--- config.mk ---
export PLATFORM = sky130hd
export DESIGN_NAME = di_stream_fifo
export DESIGN_NICKNAME = d
export VERILOG_FILES = /design/src/rtl/di_stream_fifo.sv
export SDC_FILE = /design/constraint.sdc
export NUM_CORES = 1
export LEC_CHECK = 0
export BUFFER_PORTS_ARGS = -buffer_cell sky130_fd_sc_hd__buf_2
export CORE_MARGIN = 5
export CORE_UTILIZATION = 50
export CTS_CLUSTER_DIAMETER = 30
export DETAILED_ROUTE_END_ITERATION = 12
export PLACE_DENSITY_LB_ADDON = 0.15
export SLEW_MARGIN = 40
export SYNTH_ARGS = -nofsm -noshare
export SYNTH_HDL_FRONTEND = slang
export SYNTH_SLANG_ARGS = --single-unit
--- constraint.sdc ---
create_clock -name clk -period 3.6 [get_ports clk]
set_clock_uncertainty 0.05 [all_clocks]
set_input_delay 0.72 -clock clk [delete_from_list [all_inputs] [get_ports clk]]
set_output_delay 0.72 -clock clk [all_outputs]
set_load 0.1 [all_outputs]
--- src/rtl/di_stream_fifo.sv ---
// DI-bus read-side stream FIFO: fabric pushes words, host pops via data reg.
// Status reg reports fill level plus sticky overflow/underflow flags.
module di_stream_fifo #(
  parameter int          DEPTH_LOG2 = 4,
  parameter logic [15:0] EP_ADDR    = 16'h0,
  parameter logic [15:0] DATA_REG   = 16'h0,
  parameter logic [15:0] STATUS_REG = 16'h1
) (
  input  logic                  clk,
  input  logic                  resetb,
  input  logic                  diReset,
  input  logic [15:0]           diEpAddr,
  input  logic [15:0]           diRegAddr,
  input  logic                  diRead,
  output logic [15:0]           diRegDataOut,
  output logic                  rdwr_ready,
  input  logic                  wr_en,
  input  logic [15:0]           wr_data,
  output logic                  wr_full,
  output logic [DEPTH_LOG2:0]   count
);

  localparam int DEPTH = 1 << DEPTH_LOG2;
  localparam logic [DEPTH_LOG2:0] FULL_CNT = (DEPTH_LOG2 + 1)'(DEPTH);

  logic [15:0]           mem [DEPTH];
  logic [DEPTH_LOG2-1:0] rd_ptr;
  logic [DEPTH_LOG2-1:0] wr_ptr;
  logic                  ovf;
  logic                  unf;

  logic                  sel_d;
  logic                  sel_s;
  logic                  empty;
  logic                  push;
  logic                  pop;
  logic                  rd_try;
  logic                  st_clr;
  logic [DEPTH_LOG2:0]   count_n;
  logic [15:0]           st_word;

  assign sel_d   = (diEpAddr == EP_ADDR) && (diRegAddr == DATA_REG);
  assign sel_s   = (diEpAddr == EP_ADDR) && (diRegAddr == STATUS_REG);
  assign empty   = (count == '0);
  assign wr_full = (count == FULL_CNT);

  assign rd_try  = diRead && sel_d;
  assign pop     = rd_try && rdwr_ready && !empty;
  // Full blocks a push even when a pop frees a slot this same cycle.
  assign push    = wr_en && !wr_full;
  assign st_clr  = diRead && sel_s;

  assign count_n = count
                 + (DEPTH_LOG2 + 1)'(push)
                 - (DEPTH_LOG2 + 1)'(pop);

  always_comb begin
    st_word                 = '0;
    st_word[15]             = ovf;
    st_word[14]             = unf;
    st_word[DEPTH_LOG2:0]   = count;
  end

  always_comb begin
    diRegDataOut = '0;
    if (sel_d) begin
      diRegDataOut = empty ? '0 : mem[rd_ptr];
    end else if (sel_s) begin
      diRegDataOut = st_word;
    end
  end

  always_ff @(posedge clk) begin
    if (!resetb || diReset) begin
      rd_ptr     <= '0;
      wr_ptr     <= '0;
      count      <= '0;
      ovf        <= 1'b0;
      unf        <= 1'b0;
      rdwr_ready <= 1'b0;
    end else begin
      if (push) wr_ptr <= wr_ptr + DEPTH_LOG2'(1);
      if (pop)  rd_ptr <= rd_ptr + DEPTH_LOG2'(1);
      count      <= count_n;
      // A fresh error in the clearing cycle keeps its flag set.
      ovf        <= (ovf && !st_clr) || (wr_en && wr_full);
      unf        <= (unf && !st_clr) || (rd_try && !pop);
      rdwr_ready <= sel_d ? (count_n != '0) : 1'b1;
    end
  end

  always_ff @(posedge clk) begin
    if (push && resetb && !diReset) mem[wr_ptr] <= wr_data;
  end

endmodule

==> flow_metrics.py <==
metrics = {
    "placed_design": {
        "dp_cells": 900,
        "dpl.hpwl_um": 14000,
        "port_buffers": 75,
        "gp_congestion": 0.758,
    },
    "finish": {
        "area_growth_syn_to_layout_pct": 23.9,
        "final_common_cell": "edfxtp_1",
        "layout_common_cells": "edfxtp_1, mux4_2, buf_2",
        "multiInputGateArea_sq_mm": 0.00281,
        "fill_cells": 1472,
        "seqCellArea_sq_mm": 0.00809,
        "drive_above_1_share_pct": 38.7,
        "final_cells": 983,
        "fin_nets": 730,
    },
    "power": {
        "cellPowerDensity_mw_per_mm2": 573,
        "finalPower_uw": 7830,
        "p_leak_uw": 0.00450,
        "ir_drop_uv": 357,
    },
    "timing": {
        "post-route-period-util_pct": 96.6,
        "hold_violations": 0,
        "setup_viol": 0,
        "slew_violations": 0,
        "worst_pin_slew_ps": 786,
        "slew_headroom_pct": 47.5,
        "fmax_mhz": 288,
        "finalWorstPathRequiredPeriod_ps": 3480,
    },
    "drt": {
        "routed_wl_um": 24100,
        "wl_per_cell_um": 24.5,
        "top_layer_used": "met4",
        "viasPerCell": 5.82,
        "vias": 5723,
        "met1_length_um": 9830,
        "remaining_drc_errors": 0,
        "wl_met3_um": 1940,
        "wl_met2_um": 11900,
        "detail-route-antenna-nets": 0,
        "drt_iter0_markers": 465,
        "first_pass_iters": 5,
    },
    "clock_tree": {
        "clk_pin_slew_ps": 50,
        "root_buffer": "clkbuf_16",
        "cts_buffers": 44,
        "tritoncts": "done",
        "clk_latency_ps": 510,
        "cts_setup_buffers": 0,
        "h-tree-depth": 2,
        "cts_buffer_depth": 3,
        "clock-sinks": 276,
    },
    "worst_setup_path": {
        "cp-start-kind": "flip-flop",
        "reg2reg_from": "count[2]",
        "crit_type": "flip-flop to output pin",
        "slowest_delay_ps": 610,
        "cpMaxStageDelayCell": "mux4_1",
        "arrival_ps": 2710,
        "cp-end-kind": "output pin",
        "path_cells": "buf_6 > mux4_1 > mux4_2 > and2_2 > buf_12",
        "cp.required_ps": 2830,
        "cp_max_fo": 18,
    },
    "yosys": {
        "syn_nets": 602,
        "synth_seq_cells": 276,
        "syn_area_per_cell_sq_um": 20.5,
        "syn_inst": 538,
        "ys_types": 45,
        "synth_area_sq_mm": 0.0110,
        "yosysSeqAreaShare_pct": 73.3,
        "ys_warn_count": 0,
    },
    "grt": {
        "grt-ovfl-total": 0,
        "first_global_vias": 5864,
        "grt_first_pass_wirelength_um": 36100,
        "gr-usage-all-layers_pct": 19.7,
        "antenna_found_initial": 1,
        "grt_max_degree": 65,
    },
    "die": {
        "initial_core_util_pct": 50.7,
        "die_w_um": 159,
        "rows": 54,
        "die_height_um": 159,
        "coreArea_sq_mm": 0.0218,
        "die-area_sq_mm": 0.0251,
        "ios": 76,
    },
    "job": {
        "cap_violations": 0,
    },
    "hold_path": {
        "hp-class": "flip-flop to flip-flop",
        "min_from": "rd_ptr[3]",
    },
    "run_status": {
        "status": "finished, final reports clean",
    },
}
-- worst paths after layout --
path / endpoint / slack, ps / cells after the start
hold reg to reg: rd_ptr[3] / 430 / 2
setup / recovery: diRegDataOut[8] / 120 / 5
hold / removal: rd_ptr[3] / 430 / 2
setup reg to reg: rdwr_ready / 450 / 11
-- Yosys cell counts (all sizes together) --
| library cell | count | area (sq um) |
|---|---|---|
| xnor2 | 6 | 52.6 |
| o21a | 2 | 15.0 |
| nor2 | 25 | 93.8 |
| nand4b | 2 | 17.5 |
| o31a | 1 | 8.76 |
| o31ai | 3 | 22.5 |
| nand3b | 1 | 7.51 |
| ha | 10 | 125 |
| and2 | 13 | 81.3 |
| a22oi | 14 | 105 |
| fa | 1 | 20.0 |
| nor3b | 1 | 7.51 |
| a21oi | 7 | 35.0 |
| mux4 | 73 | 1670 |
| o21bai | 1 | 7.51 |
| or4b | 1 | 10.0 |
| nor2b | 3 | 18.8 |
| a21o | 1 | 7.51 |
| and4 | 3 | 26.3 |
| xor2 | 2 | 17.5 |
| or3 | 1 | 6.26 |
| nand4 | 3 | 18.8 |
| clkbuf | 13 | 48.8 |
| and3 | 1 | 6.26 |
| a21boi | 1 | 7.51 |
| nor4b | 1 | 23.8 |
| a41oi | 1 | 8.76 |
| nand2b | 3 | 18.8 |
| nor3 | 3 | 15.0 |
| or4 | 1 | 7.51 |
| dfxtp | 20 | 400 |
| buf | 12 | 115 |
| nand2 | 19 | 71.3 |
| nor4 | 10 | 75.1 |
| a32o | 7 | 70.1 |
| mux2i | 4 | 40.0 |
| edfxtp | 256 | 7690 |
| inv | 7 | 26.3 |
| nand4bb | 1 | 11.3 |
| nand3 | 4 | 20.0 |
-- registers in the layout (all words and copies together) (netlist names), named ones only --
name        flops
mem           256
wr_ptr          4
unf             1
ovf             1
rd_ptr          4
rdwr_ready      1
count           5
-- power by group --
part,switching [uW],leakage [uW],internal (uW)
Combinational,107,0.00130,50.5
Clock,1400,0.000727,2750
Sequential,6.85,0.00247,3520
Total,1510,0.00450,6320
-- stage by stage --
stage	setup WS, ps	hold WS [ps]	util (%)	TNS [ps]	instance area (sq um)
after global placement	262	412	55.9	0	12200
after floorplan	79.1	394	-	0	11000
after CTS	75.9	429	62.8	0	13700
after global routing	-0.0393	458	62.8	-0.0393	13700
after detailed placement	129	423	55.9	0	12200
final	123	431	62.8	0	13700
-- area by class of cell --
cell class / instances / area share (%)
Timing Repair Buffer: 107 / 6.53
Inverter: 7 / 0.192
Antenna cell: 1 / 0.0183
Tap cell: 280 / 2.56
Sequential cell: 276 / 59.2
Multi-Input combinational cell: 230 / 20.5
Clock inverter: 29 / 2.11
Clock buffer: 53 / 8.84
-- worst max-delay path: cells and delay by family (launching register included) --
kind                   cells  cell delay, ps
buffers and inverters      2             440
DFF                        1             450
muxes                      2            1070
and+or+nand+nor            1             220
-- repair_timing --
action,in CTS,in global routing
gates resized for setup,2,1
endpoints found under the hold margin,0,0
hold buffers,0,0
gates cloned,0,0
setup endpoints to repair,2,2
-- logic make-up after synthesis --
| group | count (synthesis) | share of synthesized area, % |
|---|---|---|
| and+or+nand+nor | 96 | 4.87 |
| xor gates and xnor gates | 8 | 0.635 |
| DFF | 276 | 73.3 |
| adders and majority gates | 11 | 1.32 |
| buffers and inverters | 32 | 1.72 |
| muxes | 77 | 15.5 |
| AOI/OAI and AO/OA | 38 | 2.61 |
-- routing by layer --
metal	vias to the layer above	track usage, %
met5	-	0
met4	0	5.04
met3	35	3.72
met2	240	32.2
met1	2932	27.7
li1	2516	-
Power figures use the tool's default switching activity.
